[src/rtl/masked_sbox_scheduler_pkg.sv]
// Shared types for the masked S-box scheduler: byte source, in-flight tag
// and the issue-sequencer state encoding.
package masked_sbox_scheduler_pkg;

  // Width of a byte index tag; covers the 16 state bytes.
  localparam int IDX_W = 4;

  typedef enum logic {
    SRC_STATE = 1'b0,
    SRC_KEY   = 1'b1
  } sbox_src_t;

  typedef struct packed {
    logic             valid;
    sbox_src_t        src;
    logic [IDX_W-1:0] idx;
  } sbox_tag_t;

  typedef enum logic [1:0] {
    ST_IDLE        = 2'd0,
    ST_ISSUE_KEY   = 2'd1,
    ST_ISSUE_STATE = 2'd2
  } sched_state_t;

  localparam sbox_tag_t TAG_NONE = '{valid: 1'b0, src: SRC_STATE, idx: '0};

endpackage

[src/rtl/masked_sbox_scheduler_if.sv]
// Request / issue / writeback bundle between the scheduler and its users
// (round datapath, key schedule, inverter input mux).
interface masked_sbox_scheduler_if;

  logic                                        in_state_req;
  logic                                        in_key_req;
  logic                                        out_issue_valid;
  logic                                        out_issue_src;
  logic [masked_sbox_scheduler_pkg::IDX_W-1:0] out_issue_idx;
  logic                                        out_wb_valid;
  logic                                        out_wb_src;
  logic [masked_sbox_scheduler_pkg::IDX_W-1:0] out_wb_idx;
  logic                                        out_state_done;
  logic                                        out_key_done;
  logic                                        out_busy;
  logic                                        out_overrun;

  // Requesters / surrounding datapath side.
  modport master (
    output in_state_req, in_key_req,
    input  out_issue_valid, out_issue_src, out_issue_idx,
    input  out_wb_valid, out_wb_src, out_wb_idx,
    input  out_state_done, out_key_done, out_busy, out_overrun
  );

  // Scheduler side.
  modport slave (
    input  in_state_req, in_key_req,
    output out_issue_valid, out_issue_src, out_issue_idx,
    output out_wb_valid, out_wb_src, out_wb_idx,
    output out_state_done, out_key_done, out_busy, out_overrun
  );

endinterface

[src/rtl/masked_sbox_scheduler_tag_pipe.sv]
// DEPTH-stage shift register of byte tags that runs alongside the masked
// inverter, so each inverter output arrives labelled with its source/index.
module masked_sbox_tag_pipe
  import masked_sbox_scheduler_pkg::*;
#(
  parameter int DEPTH = 4
) (
  input  logic      clk,
  input  logic      rst_n,
  input  sbox_tag_t tag_i,
  output sbox_tag_t tag_o,
  output logic      any_valid_o
);

  sbox_tag_t stage_q [DEPTH];

  // Shift a new tag in every cycle; the last stage lines up with the inverter output.
  // NOTE: non-blocking assignments make every stage sample the previous stage's
  // old value, which is what a shift register needs; blocking would collapse it.
  // NOTE: every stage is cleared by reset, so tags of an aborted batch can never
  // reach writeback and raise a spurious done pulse.
  always_ff @(posedge clk or negedge rst_n) begin
    if (!rst_n) begin
      for (int i = 0; i < DEPTH; i++) stage_q[i] <= TAG_NONE;
    end else begin
      stage_q[0] <= tag_i;
      for (int i = 1; i < DEPTH; i++) stage_q[i] <= stage_q[i-1];
    end
  end

  // Any tagged byte still inside the inverter keeps the scheduler busy.
  // NOTE: the default before the loop keeps this purely combinational (no latch).
  always_comb begin
    any_valid_o = 1'b0;
    for (int i = 0; i < DEPTH; i++) any_valid_o = any_valid_o | stage_q[i].valid;
  end

  assign tag_o = stage_q[DEPTH-1];

endmodule

[src/rtl/masked_sbox_scheduler.sv]
// Issue sequencer for the shared masked S-box inverter. Arbitrates state and
// key batches (key first, non-preemptive), issues one byte index per cycle
// and tracks in-flight bytes so requesters know where and when to write back.
// LATENCY must equal the inverter's pipeline depth (3 or 4).
module masked_sbox_scheduler
  import masked_sbox_scheduler_pkg::*;
#(
  parameter int LATENCY         = 4,
  parameter int NUM_STATE_BYTES = 16,
  parameter int NUM_KEY_BYTES   = 4
) (
  input  logic                    in_clock,
  input  logic                    in_reset,
  masked_sbox_scheduler_if.slave  bus
);

  localparam logic [IDX_W-1:0] LAST_STATE = IDX_W'(NUM_STATE_BYTES - 1);
  localparam logic [IDX_W-1:0] LAST_KEY   = IDX_W'(NUM_KEY_BYTES - 1);

  sched_state_t     state_q, state_d;
  logic [IDX_W-1:0] cnt_q, cnt_d;
  logic             state_pend_q, state_pend_d;
  logic             key_pend_q, key_pend_d;
  logic             overrun_q, overrun_d;

  logic issuing_state, issuing_key, last_issue;
  logic state_ovr, key_ovr, state_acc, key_acc;
  logic state_cand, key_cand;

  sbox_tag_t issue_tag, wb_tag;
  logic      tags_in_flight;

  assign issuing_state = (state_q == ST_ISSUE_STATE);
  assign issuing_key   = (state_q == ST_ISSUE_KEY);
  assign last_issue    = (issuing_key && cnt_q == LAST_KEY) ||
                         (issuing_state && cnt_q == LAST_STATE);

  // A request for a source that is already queued or mid-issue is dropped.
  assign state_ovr = bus.in_state_req & (state_pend_q | issuing_state);
  assign key_ovr   = bus.in_key_req   & (key_pend_q   | issuing_key);
  assign state_acc = bus.in_state_req & ~state_ovr;
  assign key_acc   = bus.in_key_req   & ~key_ovr;

  // Registered sequencer state, pending flags, index counter and error flag.
  always_ff @(posedge in_clock or negedge in_reset) begin
    if (!in_reset) begin
      state_q      <= ST_IDLE;
      cnt_q        <= '0;
      state_pend_q <= 1'b0;
      key_pend_q   <= 1'b0;
      overrun_q    <= 1'b0;
    end else begin
      state_q      <= state_d;
      cnt_q        <= cnt_d;
      state_pend_q <= state_pend_d;
      key_pend_q   <= key_pend_d;
      overrun_q    <= overrun_d;
    end
  end

  // Next-state: advance the batch, or at a batch boundary pick the next source.
  // When idle a fresh request starts at once; at the last issue cycle only
  // requests already latched in the pending flags are considered.
  always_comb begin
    state_d      = state_q;
    cnt_d        = cnt_q;
    state_pend_d = state_pend_q | state_acc;
    key_pend_d   = key_pend_q | key_acc;
    overrun_d    = overrun_q | state_ovr | key_ovr;
    state_cand   = 1'b0;
    key_cand     = 1'b0;

    if (state_q == ST_IDLE) begin
      key_cand   = key_pend_q | key_acc;
      state_cand = state_pend_q | state_acc;
    end else if (last_issue) begin
      key_cand   = key_pend_q;
      state_cand = state_pend_q;
    end

    if (state_q != ST_IDLE && !last_issue) begin
      cnt_d = cnt_q + 1'b1;
    end else if (key_cand) begin
      state_d    = ST_ISSUE_KEY;
      cnt_d      = '0;
      key_pend_d = 1'b0;
    end else if (state_cand) begin
      state_d      = ST_ISSUE_STATE;
      cnt_d        = '0;
      state_pend_d = 1'b0;
    end else begin
      state_d = ST_IDLE;
      cnt_d   = '0;
    end
  end

  // Issue outputs decode straight from registers, never from the requests.
  assign issue_tag = '{valid: (state_q != ST_IDLE),
                       src:   sbox_src_t'(issuing_key),
                       idx:   cnt_q};

  masked_sbox_tag_pipe #(
    .DEPTH (LATENCY)
  ) u_tag_pipe (
    .clk         (in_clock),
    .rst_n       (in_reset),
    .tag_i       (issue_tag),
    .tag_o       (wb_tag),
    .any_valid_o (tags_in_flight)
  );

  assign bus.out_issue_valid = issue_tag.valid;
  assign bus.out_issue_src   = issue_tag.src;
  assign bus.out_issue_idx   = issue_tag.idx;

  assign bus.out_wb_valid = wb_tag.valid;
  assign bus.out_wb_src   = wb_tag.src;
  assign bus.out_wb_idx   = wb_tag.idx;

  assign bus.out_state_done = wb_tag.valid && (wb_tag.src == SRC_STATE) && (wb_tag.idx == LAST_STATE);
  assign bus.out_key_done   = wb_tag.valid && (wb_tag.src == SRC_KEY)   && (wb_tag.idx == LAST_KEY);

  assign bus.out_busy    = state_pend_q | key_pend_q | issue_tag.valid | tags_in_flight;
  assign bus.out_overrun = overrun_q;

endmodule

[src/flat_wrapper.sv]
// flat-port wrapper written by rule: the top's interface ports become plain ports
module masked_sbox_scheduler_flat import masked_sbox_scheduler_pkg::*;
#(
  parameter int LATENCY         = 4,
  parameter int NUM_STATE_BYTES = 16,
  parameter int NUM_KEY_BYTES   = 4
)
  (in_clock, in_reset, bus_in_state_req, bus_in_key_req, bus_out_issue_valid, bus_out_issue_src, bus_out_issue_idx, bus_out_wb_valid, bus_out_wb_src, bus_out_wb_idx, bus_out_state_done, bus_out_key_done, bus_out_busy, bus_out_overrun);
  masked_sbox_scheduler_if bus_i ();
  input  logic in_clock;
  input  logic in_reset;
  input wire logic [$bits(bus_i.in_state_req)-1:0] bus_in_state_req;
  input wire logic [$bits(bus_i.in_key_req)-1:0] bus_in_key_req;
  output wire logic [$bits(bus_i.out_issue_valid)-1:0] bus_out_issue_valid;
  output wire logic [$bits(bus_i.out_issue_src)-1:0] bus_out_issue_src;
  output wire logic [$bits(bus_i.out_issue_idx)-1:0] bus_out_issue_idx;
  output wire logic [$bits(bus_i.out_wb_valid)-1:0] bus_out_wb_valid;
  output wire logic [$bits(bus_i.out_wb_src)-1:0] bus_out_wb_src;
  output wire logic [$bits(bus_i.out_wb_idx)-1:0] bus_out_wb_idx;
  output wire logic [$bits(bus_i.out_state_done)-1:0] bus_out_state_done;
  output wire logic [$bits(bus_i.out_key_done)-1:0] bus_out_key_done;
  output wire logic [$bits(bus_i.out_busy)-1:0] bus_out_busy;
  output wire logic [$bits(bus_i.out_overrun)-1:0] bus_out_overrun;
  assign bus_i.in_state_req = bus_in_state_req;
  assign bus_i.in_key_req = bus_in_key_req;
  assign bus_out_issue_valid = bus_i.out_issue_valid;
  assign bus_out_issue_src = bus_i.out_issue_src;
  assign bus_out_issue_idx = bus_i.out_issue_idx;
  assign bus_out_wb_valid = bus_i.out_wb_valid;
  assign bus_out_wb_src = bus_i.out_wb_src;
  assign bus_out_wb_idx = bus_i.out_wb_idx;
  assign bus_out_state_done = bus_i.out_state_done;
  assign bus_out_key_done = bus_i.out_key_done;
  assign bus_out_busy = bus_i.out_busy;
  assign bus_out_overrun = bus_i.out_overrun;
  masked_sbox_scheduler #(.LATENCY(LATENCY), .NUM_STATE_BYTES(NUM_STATE_BYTES), .NUM_KEY_BYTES(NUM_KEY_BYTES)) u_core (.in_clock(in_clock), .in_reset(in_reset), .bus(bus_i));
endmodule
[config.mk]
export PLATFORM = sky130hd
export DESIGN_NAME = masked_sbox_scheduler_flat
export DESIGN_NICKNAME = d
export VERILOG_FILES = /design/src/rtl/masked_sbox_scheduler_pkg.sv /design/src/rtl/masked_sbox_scheduler_if.sv /design/src/rtl/masked_sbox_scheduler_tag_pipe.sv /design/src/rtl/masked_sbox_scheduler.sv /design/src/flat_wrapper.sv
export SDC_FILE = /design/constraint.sdc
export NUM_CORES = 1
export LEC_CHECK = 0
export CAP_MARGIN = 20
export CORE_ASPECT_RATIO = 1.1
export CORE_MARGIN = 8
export CORE_UTILIZATION = 40
export CTS_CLUSTER_DIAMETER = 60
export DETAILED_ROUTE_END_ITERATION = 10
export PLACE_DENSITY = 0.61
export SYNTH_ARGS = -nofsm -noshare
export SYNTH_HDL_FRONTEND = slang
export SYNTH_SLANG_ARGS = --single-unit
export TNS_END_PERCENT = 10
[constraint.sdc]
create_clock -name in_clock -period 2.1 [get_ports in_clock]
set_input_delay 0.42 -clock in_clock [delete_from_list [all_inputs] [get_ports in_clock]]
set_output_delay 0.42 -clock in_clock [all_outputs]
set_load 0.03 [all_outputs]
==> results.md <==
Status:
- The flow ran to the end, and the final reports show no timing, DRC or antenna violations.

Floorplanning:
- From left edge to right edge, the die measures around 68 um.
- After floorplanning, the core was sized to cover 2800 sq um.
- The total die area is ~5000 sq um.
- The total number of placement rows is 20.
- The die outline height is ~73 um.
- The number of top-level pins is 20.
- The initial utilization of the core area, before any placement, comes to 0.425.

Drt:
- The number of remaining DRC errors is 0.
- For this block, the via count after detailed routing is approximately 740.
- Using the TritonRoute via totals, the vias-per-cell ratio works out to between 5 and 6.
- The number of iterations in the first detailed-routing pass is 4.
- For this block, the initial DRC count from the detailed router was 32.
- The routed design has 2010 um of wire.
- In the final routed layout, each cell accounts on average for 13.9 um.
- The count of nets left with antenna violations after detail routing is 0.

CTS:
- The number of clock buffers added by TritonCTS is 5.
- The latest clock arrival within the worst-skew pair is between 0.3 and 0.4 ns.
- The number of H-tree levels is 2.
- The register clock-pin slew on the reported worst setup and hold paths is approximately 0.090 ns.
- The sink count of the clock tree is 33.
- The CTS tree is yes.
- The buffer levels on the longest clock path is 2.
- The cell sitting at the root of the clock tree is a sky130_fd_sc_hd__clkbuf_4.

Global routing:
- The initial antenna violation count is 0.
- The total overflow reported by the global router is 0.
- The wire length of the first global-routing pass is ~3400 um.
- The via count of the first global-routing pass is 766.
- Across every metal layer, demand over resource in global routing totals 0.0944.
- The pin count of the biggest net entering global routing is 34.

Yosys:
- Counting flops and latches in the post-synthesis netlist gives 33.
- The synthesized cell area is between 1000 and 1500 sq um.
- After synthesis, the mean cell area works out to 13.2 sq um.
- The Yosys step of the flow raised 0 warnings.
- The number of distinct library cell variants in the gate-level netlist after synthesis is 32.
- In the synthesized netlist, the number of instances is 90.
- The sequential area share after synthesis is 0.693.
- Counting every net in the synthesized netlist gives 95.

Setup path:
- Along the worst path, the maximum fanout reaches 7.
- Data on the critical path is required at its endpoint by between 1.5 and 2 ns.
- The slack of the worst reg-to-reg path is 0.76 ns.
- The highest cell delay on the worst timing path is roughly 0.45 ns.
- The number of buffers and inverters on the critical path is 1.
- STA classifies the critical path endpoint as an output pin.
- The cell type group with the largest total delay on the critical path is flip-flops.
- The endpoint arrival time on the critical path is about 1.6 ns.
- The signal on the critical path passes through nor4_1, nand3_1, dlygate4sd2_1.
- The critical path start-end classification is reg -> out.
- On the critical path, the stage with the largest delay is an instance of sky130_fd_sc_hd__dfrtp_1.
- STA classifies the critical path startpoint as a flip-flop.

STA:
- Setup repair after global routing left no endpoint under its margin.
- Based on the critical path, the design can be clocked at up to 0.496 GHz.
- Hold is met by roughly 0.35 ns.
- The clock period minus worst slack is roughly 2.0 ns.
- The total of endpoints with negative setup slack in the final report is 0.
- At the pin with the least slew margin, the transition time is just over 0.4 ns.
- The number of pins with negative max-slew slack in the final report is 0.
- The count of endpoints failing hold in the final timing report is 0.
- Summed over all failing endpoints, the final setup total negative slack is 0 ns.
- In this run the tightest slew margin relative to its limit is 0.731.
- The worst-case clock skew is between 0.005 and 0.006 ns.
- The ratio of final minimum period to clock period is 0.959.

Power and ir drop:
- In this run the power density over the cells is 1440 nW/um^2.
- For this design the static power due to leakage is between 0.6 and 0.7 nW.
- The maximum ir drop on the vdd rail is a little over 0.8 mV.

Final layout:
- The most common cell after layout, fill and taps aside is sky130_fd_sc_hd__dfrtp_1.
- The antenna diode instance count is 0.
- The top cell types in the final layout, fill and taps aside, are 33 x sky130_fd_sc_hd__dfrtp_1, 14 x sky130_fd_sc_hd__clkdlybuf4s50_1, 9 x sky130_fd_sc_hd__nor2_1.
- The number of fill cells in the layout is between 200 and 300.
- At the end of the flow, the number of nets in the layout was 116.
- The share of post-route cells with drive strength above 1 is 0.108.
- The area growth from synthesis to layout is 20.8%.

Place:
- Routability-driven placement finished with a final weighted congestion of approximately 0.77.
- The number of buffer cells added on primary ports is 19.
- The wire-length estimate of the detail-placed layout is 1420 um.

Hold path:
- The path class of the lowest-slack min-delay path is reg -> reg.

Run:
- The tool flagged a number of max-cap violations equal to 0.
## per-stage QoR
stage | area (sq um) | setup slack [ns] | util | total power [mW] | cells
6_report | 1440 | 0.0855 | 0.513 | 2.08 | 144
5_1_grt | 1440 | 0.000760 | 0.513 | 2.21 | 144
4_1_cts | 1440 | 0.0508 | 0.513 | 2.10 | 144
3_5_place_dp | 1390 | 0.180 | 0.496 | 1.76 | 137
3_3_place_gp | 1390 | 0.200 | 0.496 | 1.74 | 137
2_1_floorplan | 1200 | 0.301 | - | 1.53 | 90
## cell families (layout without fill, tap and decap cells)
family,after synthesis,after routing,synth area share
buffers and inverters,8,29,0.0483
DFF,33,33,0.693
xor gates and xnor gates,2,2,0.0147
and+or+nand+nor,31,31,0.150
AOI/OAI and AO/OA,15,15,0.0830
adders and majority gates,1,1,0.0105
## metal layers
metal  GRT usage  wire length, um  vias up
met3      0.0507              226        7
met4      0.0683               61        0
met2       0.127              855       29
met5           0                0        -
met1       0.109              862      358
li1            -                -      348
## cells in the mapped netlist
library cell	number	area (sq um)
sky130_fd_sc_hd__dfrtp_1	33	826
sky130_fd_sc_hd__xnor2_1	1	8.76
sky130_fd_sc_hd__and3b_1	1	8.76
sky130_fd_sc_hd__nand2b_4	1	13.8
sky130_fd_sc_hd__nand3_1	3	15.0
sky130_fd_sc_hd__clkbuf_2	1	5.00
sky130_fd_sc_hd__ha_1	1	12.5
sky130_fd_sc_hd__and3_1	1	6.26
sky130_fd_sc_hd__xor2_1	1	8.76
sky130_fd_sc_hd__o2bb2ai_1	1	8.76
sky130_fd_sc_hd__o21a_1	1	7.51
sky130_fd_sc_hd__o21ai_0	3	15.0
sky130_fd_sc_hd__nor3_1	2	10.0
sky130_fd_sc_hd__nand2_1	2	7.51
sky130_fd_sc_hd__a31oi_1	1	6.26
sky130_fd_sc_hd__o22ai_1	1	6.26
sky130_fd_sc_hd__and2b_1	1	7.51
sky130_fd_sc_hd__o221a_2	1	11.3
sky130_fd_sc_hd__and2_1	1	6.26
sky130_fd_sc_hd__nand2b_1	1	6.26
sky130_fd_sc_hd__inv_1	1	3.75
sky130_fd_sc_hd__buf_4	5	37.5
sky130_fd_sc_hd__nor4_1	1	6.26
sky130_fd_sc_hd__buf_6	1	11.3
sky130_fd_sc_hd__nor2_1	9	33.8
sky130_fd_sc_hd__nand3b_1	2	15.0
sky130_fd_sc_hd__o22a_1	1	8.76
sky130_fd_sc_hd__a32o_1	1	10.0
sky130_fd_sc_hd__nor4b_1	2	17.5
sky130_fd_sc_hd__nor2_2	1	6.26
sky130_fd_sc_hd__nor2b_1	3	18.8
sky130_fd_sc_hd__a21oi_1	5	25.0
## area by class of cell
cell class / count / area (sq um) / share of cell area
inverters: 1 / 3.75 / 0.00261
multi-input cells: 49 / 314 / 0.218
clock buffers: 7 / 55.1 / 0.0383
repair buffers: 21 / 199 / 0.138
well taps: 33 / 41.3 / 0.0287
flip-flops and latches: 33 / 826 / 0.574
## flip-flops by register name, indices dropped and copies added (netlist names)
register	flops
u_core.state_pend_q	1
u_core.u_tag_pipe.tag_o	6
u_core.bus.out_issue_idx	4
u_core.u_tag_pipe.stage_q	18
u_core.key_pend_q	1
u_core.state_q	2
u_core.bus.out_overrun	1
## worst paths after layout
| kind | start | to | cells past startpoint |
|---|---|---|---|
| max | u_core.key_pend_q | bus_out_busy | 3 |
| min | u_core.u_tag_pipe.stage_q[7] | u_core.u_tag_pipe.tag_o[1] | 0 |
| max reg2reg | u_core.bus.out_issue_idx[0] | u_core.state_q[0] | 4 |
| min reg2reg | u_core.u_tag_pipe.stage_q[7] | u_core.u_tag_pipe.tag_o[1] | 0 |
| max in group asynchronous | in_reset | u_core.u_tag_pipe.tag_o[1] | 2 |
| min in group asynchronous | in_reset | u_core.u_tag_pipe.stage_q[13] | 2 |
## report_power, final
part           internal, mW  switching [mW]  total, mW
combinational         0.297           0.396      0.693
sequential            0.872           0.165       1.04
clock                 0.158           0.188      0.346
total                  1.33           0.748       2.08
## timing repair
item,in CTS,in global routing
hold endpoints to repair,0,0
hold buffers,0,0
buffers inserted,0,0
setup endpoints to repair,5,0
resized for setup,5,0
## worst register-to-register path, stage by stage, from the launching register on
cell	delay, ns
sky130_fd_sc_hd__dfrtp_1	0.42
sky130_fd_sc_hd__ha_1	0.29
sky130_fd_sc_hd__nor4b_1	0.24
sky130_fd_sc_hd__a21oi_1	0.11
sky130_fd_sc_hd__o22a_1	0.18
No activity file was read; power rests on OpenSTA's default activity.
==> patch (config.mk and constraints unchanged) <==
Encoding of `sched_state_t`: now one-hot (3 bits for 3 states).
--- a/src/rtl/masked_sbox_scheduler_pkg.sv
+++ b/src/rtl/masked_sbox_scheduler_pkg.sv
@@ -17,8 +17,8 @@
   } sbox_tag_t;
 
-  typedef enum logic [1:0] {
-    ST_IDLE        = 2'd0,
-    ST_ISSUE_KEY   = 2'd1,
-    ST_ISSUE_STATE = 2'd2
+  typedef enum logic [2:0] {
+    ST_IDLE        = 3'b001,
+    ST_ISSUE_KEY   = 3'b010,
+    ST_ISSUE_STATE = 3'b100
   } sched_state_t;
 
Function: same outputs for any inputs over 10 cycles, from zero or initial values and one cycle with in_reset low; not proved beyond that.
==> patch against the original RTL <==
- synthesized area decreased by 0.21%
- global-route usage increased by 0.25 points
- final area increased by 2.0%
- first-iteration DRC count decreased by 22%
- non-clock buffer count increased by 1
- die area decreased by 0.16%
- clock skew increased by 1.1 ps
- wire length increased by 0.30%
- count of clock-buffer cells in the layout unchanged
- sequential cell count increased by 1
- critical path depth decreased by 1
- worst setup slack improved by 23 ps
- critical path type unchanged
- highest routed layer unchanged
Power is not compared: it rests on default switching activity, and its combinational part moved more than twofold at a synthesized area within 25%.
==> patch: results (changes against the original RTL) <==
Route
The wire length per cell is 14.4 µm (was 13.9 µm). The wire length reported by the detailed router is 2010 µm (about the same). The iteration-0 DRC count of the detailed router is 25 (was 32). The post-detailed-route via-to-cell ratio is 5.01 (was 5.15).

Worst setup path
The end of the worst register-to-register path is u_core.state_pend_q (was u_core.state_q[0]). The cell type of the slowest stage on the worst timing path is sky130_fd_sc_hd__dfrtp_1 (unchanged). The origin of the critical flop-to-flop path is u_core.state_q[0] (was u_core.bus.out_issue_idx[0]). The cell count of the worst reg-to-reg path is 5 (was 4).

The launch point of the critical path was u_core.state_q[1] (was u_core.key_pend_q). The delay of the slowest cell on the worst path is 490 ps (was 450 ps).

STA
The slew at the pin closest to its max-slew limit came to 402 ps (was 404 ps). The worst clock skew on the final layout is 6.81 ps (was 5.66 ps).

Status
Status: finished clean (unchanged).

Hold path
The endpoint of the worst hold path is u_core.u_tag_pipe.stage_q[8] (was u_core.u_tag_pipe.tag_o[1]).

GRT
The pin count of the biggest net entering global routing is 35 (was 34). The global routing met2 resource utilization is 14.3% (was 12.7%). The met3 routing resource usage after global routing came to 5.68% (was 5.07%). The overall routing resource usage is 9.69% (was 9.44%).

The global-route wire length before repair is 3530 µm (was 3440 µm). The via count of the first global-routing pass is 760 (was 766).

Yosys
Commonest cells in the synthesized netlist: sky130_fd_sc_hd__dfrtp_1, sky130_fd_sc_hd__nor2_1, sky130_fd_sc_hd__buf_4, sky130_fd_sc_hd__a21o_1, sky130_fd_sc_hd__nand3_1 (was sky130_fd_sc_hd__dfrtp_1, sky130_fd_sc_hd__nor2_1, sky130_fd_sc_hd__a21oi_1, sky130_fd_sc_hd__buf_4). The number of distinct library cell variants in the gate-level netlist after synthesis is 31 (was 32). The number of nets in the synthesized netlist is 87 (was 95). The mean instance size in the synthesized netlist is 14.5 µm² (was 13.2 µm²).

The fraction of registers with async set or reset after synthesis is 100% (unchanged). Area contributors post-synth: sky130_fd_sc_hd__dfrtp_1, sky130_fd_sc_hd__buf_4, sky130_fd_sc_hd__nor2_1 (unchanged). The sequential share of the synthesized area is 71.7% (was 69.3%).

Placed design
The placed wire-length estimate is 1380 µm (was 1420 µm). The instance area at placement is 1420 µm² (was 1390 µm²). The setup slack at placement is 123 ps (was 180 ps). The cell total after placement is 132 (was 137). The weighted congestion reported at the end of routability-driven placement is 0.773 (was 0.767).

Clocking
The post-cts gate resize count is 7 (was 5).

Final layout
The largest register by flop count is u_core.u_tag_pipe.stage_q (unchanged). The antenna diode count was 0 (unchanged). The fraction of final layout cells with drive strength greater than 1 was 18.7% (was 10.8%). The number of nets in the final layout is 111 (was 116).
-- patch: cell types whose count changed in the layout (fill, tap and decap cells not counted), moves of 2 or more --
| cell | unedited run | this run |
|---|---|---|
| sky130_fd_sc_hd__a21oi_1 | 5 | 2 |
| sky130_fd_sc_hd__nor3b_1 | 0 | 2 |
| sky130_fd_sc_hd__nor2b_1 | 3 | 1 |
| sky130_fd_sc_hd__dlygate4sd2_1 | 5 | 3 |
| sky130_fd_sc_hd__o21ai_0 | 3 | 1 |
| sky130_fd_sc_hd__a21o_1 | 0 | 3 |
| sky130_fd_sc_hd__clkbuf_2 | 0 | 2 |
-- patch: cell families (layout without fill, tap and decap cells) --
kind of cell,after synthesis,after routing,synth area share (%)
flops,34,34,71.7
simple gates,28,28,15.2
fa+ha+maj,1,1,1.05
buf+inv,6,31,3.16
compound gates,11,11,7.47
xor+xnor,2,2,1.47
-- patch: worst max path at each step --
stage                     endpoint  slack [ps]  cells after the start
2_1_floorplan   bus_out_state_done         300                      2
3_3_place_gp   bus_out_issue_valid         150                      3
3_5_place_dp   bus_out_issue_valid         120                      3
4_1_cts        bus_out_issue_valid           6                      3
5_1_grt          bus_out_issue_src           8                      2
6_report         bus_out_issue_src         110                      2
-- patch: area by class of cell --
cell class                 instances  area [µm²]
inverter                           1        3.75
tap                               33        41.3
clock buffer                       7        55.1
clock inverter                     1        5.00
sequential                        34         852
timing repair buffer              22         199
fill                             255        1340
multi-input combinational         42         312
-- patch: power breakdown --
group          internal (mW)  switching, mW
clock                  0.162          0.207
sequential             0.656       0.000834
combinational         0.0112         0.0191
-- patch: stage by stage --
stage,util (%),hold WS (ps)
6_report,52.4,350
3_5_place_dp,50.5,335
2_1_floorplan,-,124
3_3_place_gp,50.5,333
5_1_grt,52.4,359
4_1_cts,52.7,357
-- patch: per-layer routing --
| metal | vias to the layer above | share of wire [%] |
|---|---|---|
| met5 | - | 0 |
| met4 | 0 | 2.0 |
| met3 | 4 | 10 |
| met2 | 21 | 47 |
| met1 | 344 | 41 |
| li1 | 332 | - |
-- patch: critical path, delay by kind of cell, from the launching register on --
| family | cells | cell delay, ps |
|---|---|---|
| buf+inv | 1 | 440 |
| flops | 1 | 490 |
| simple gates | 1 | 310 |
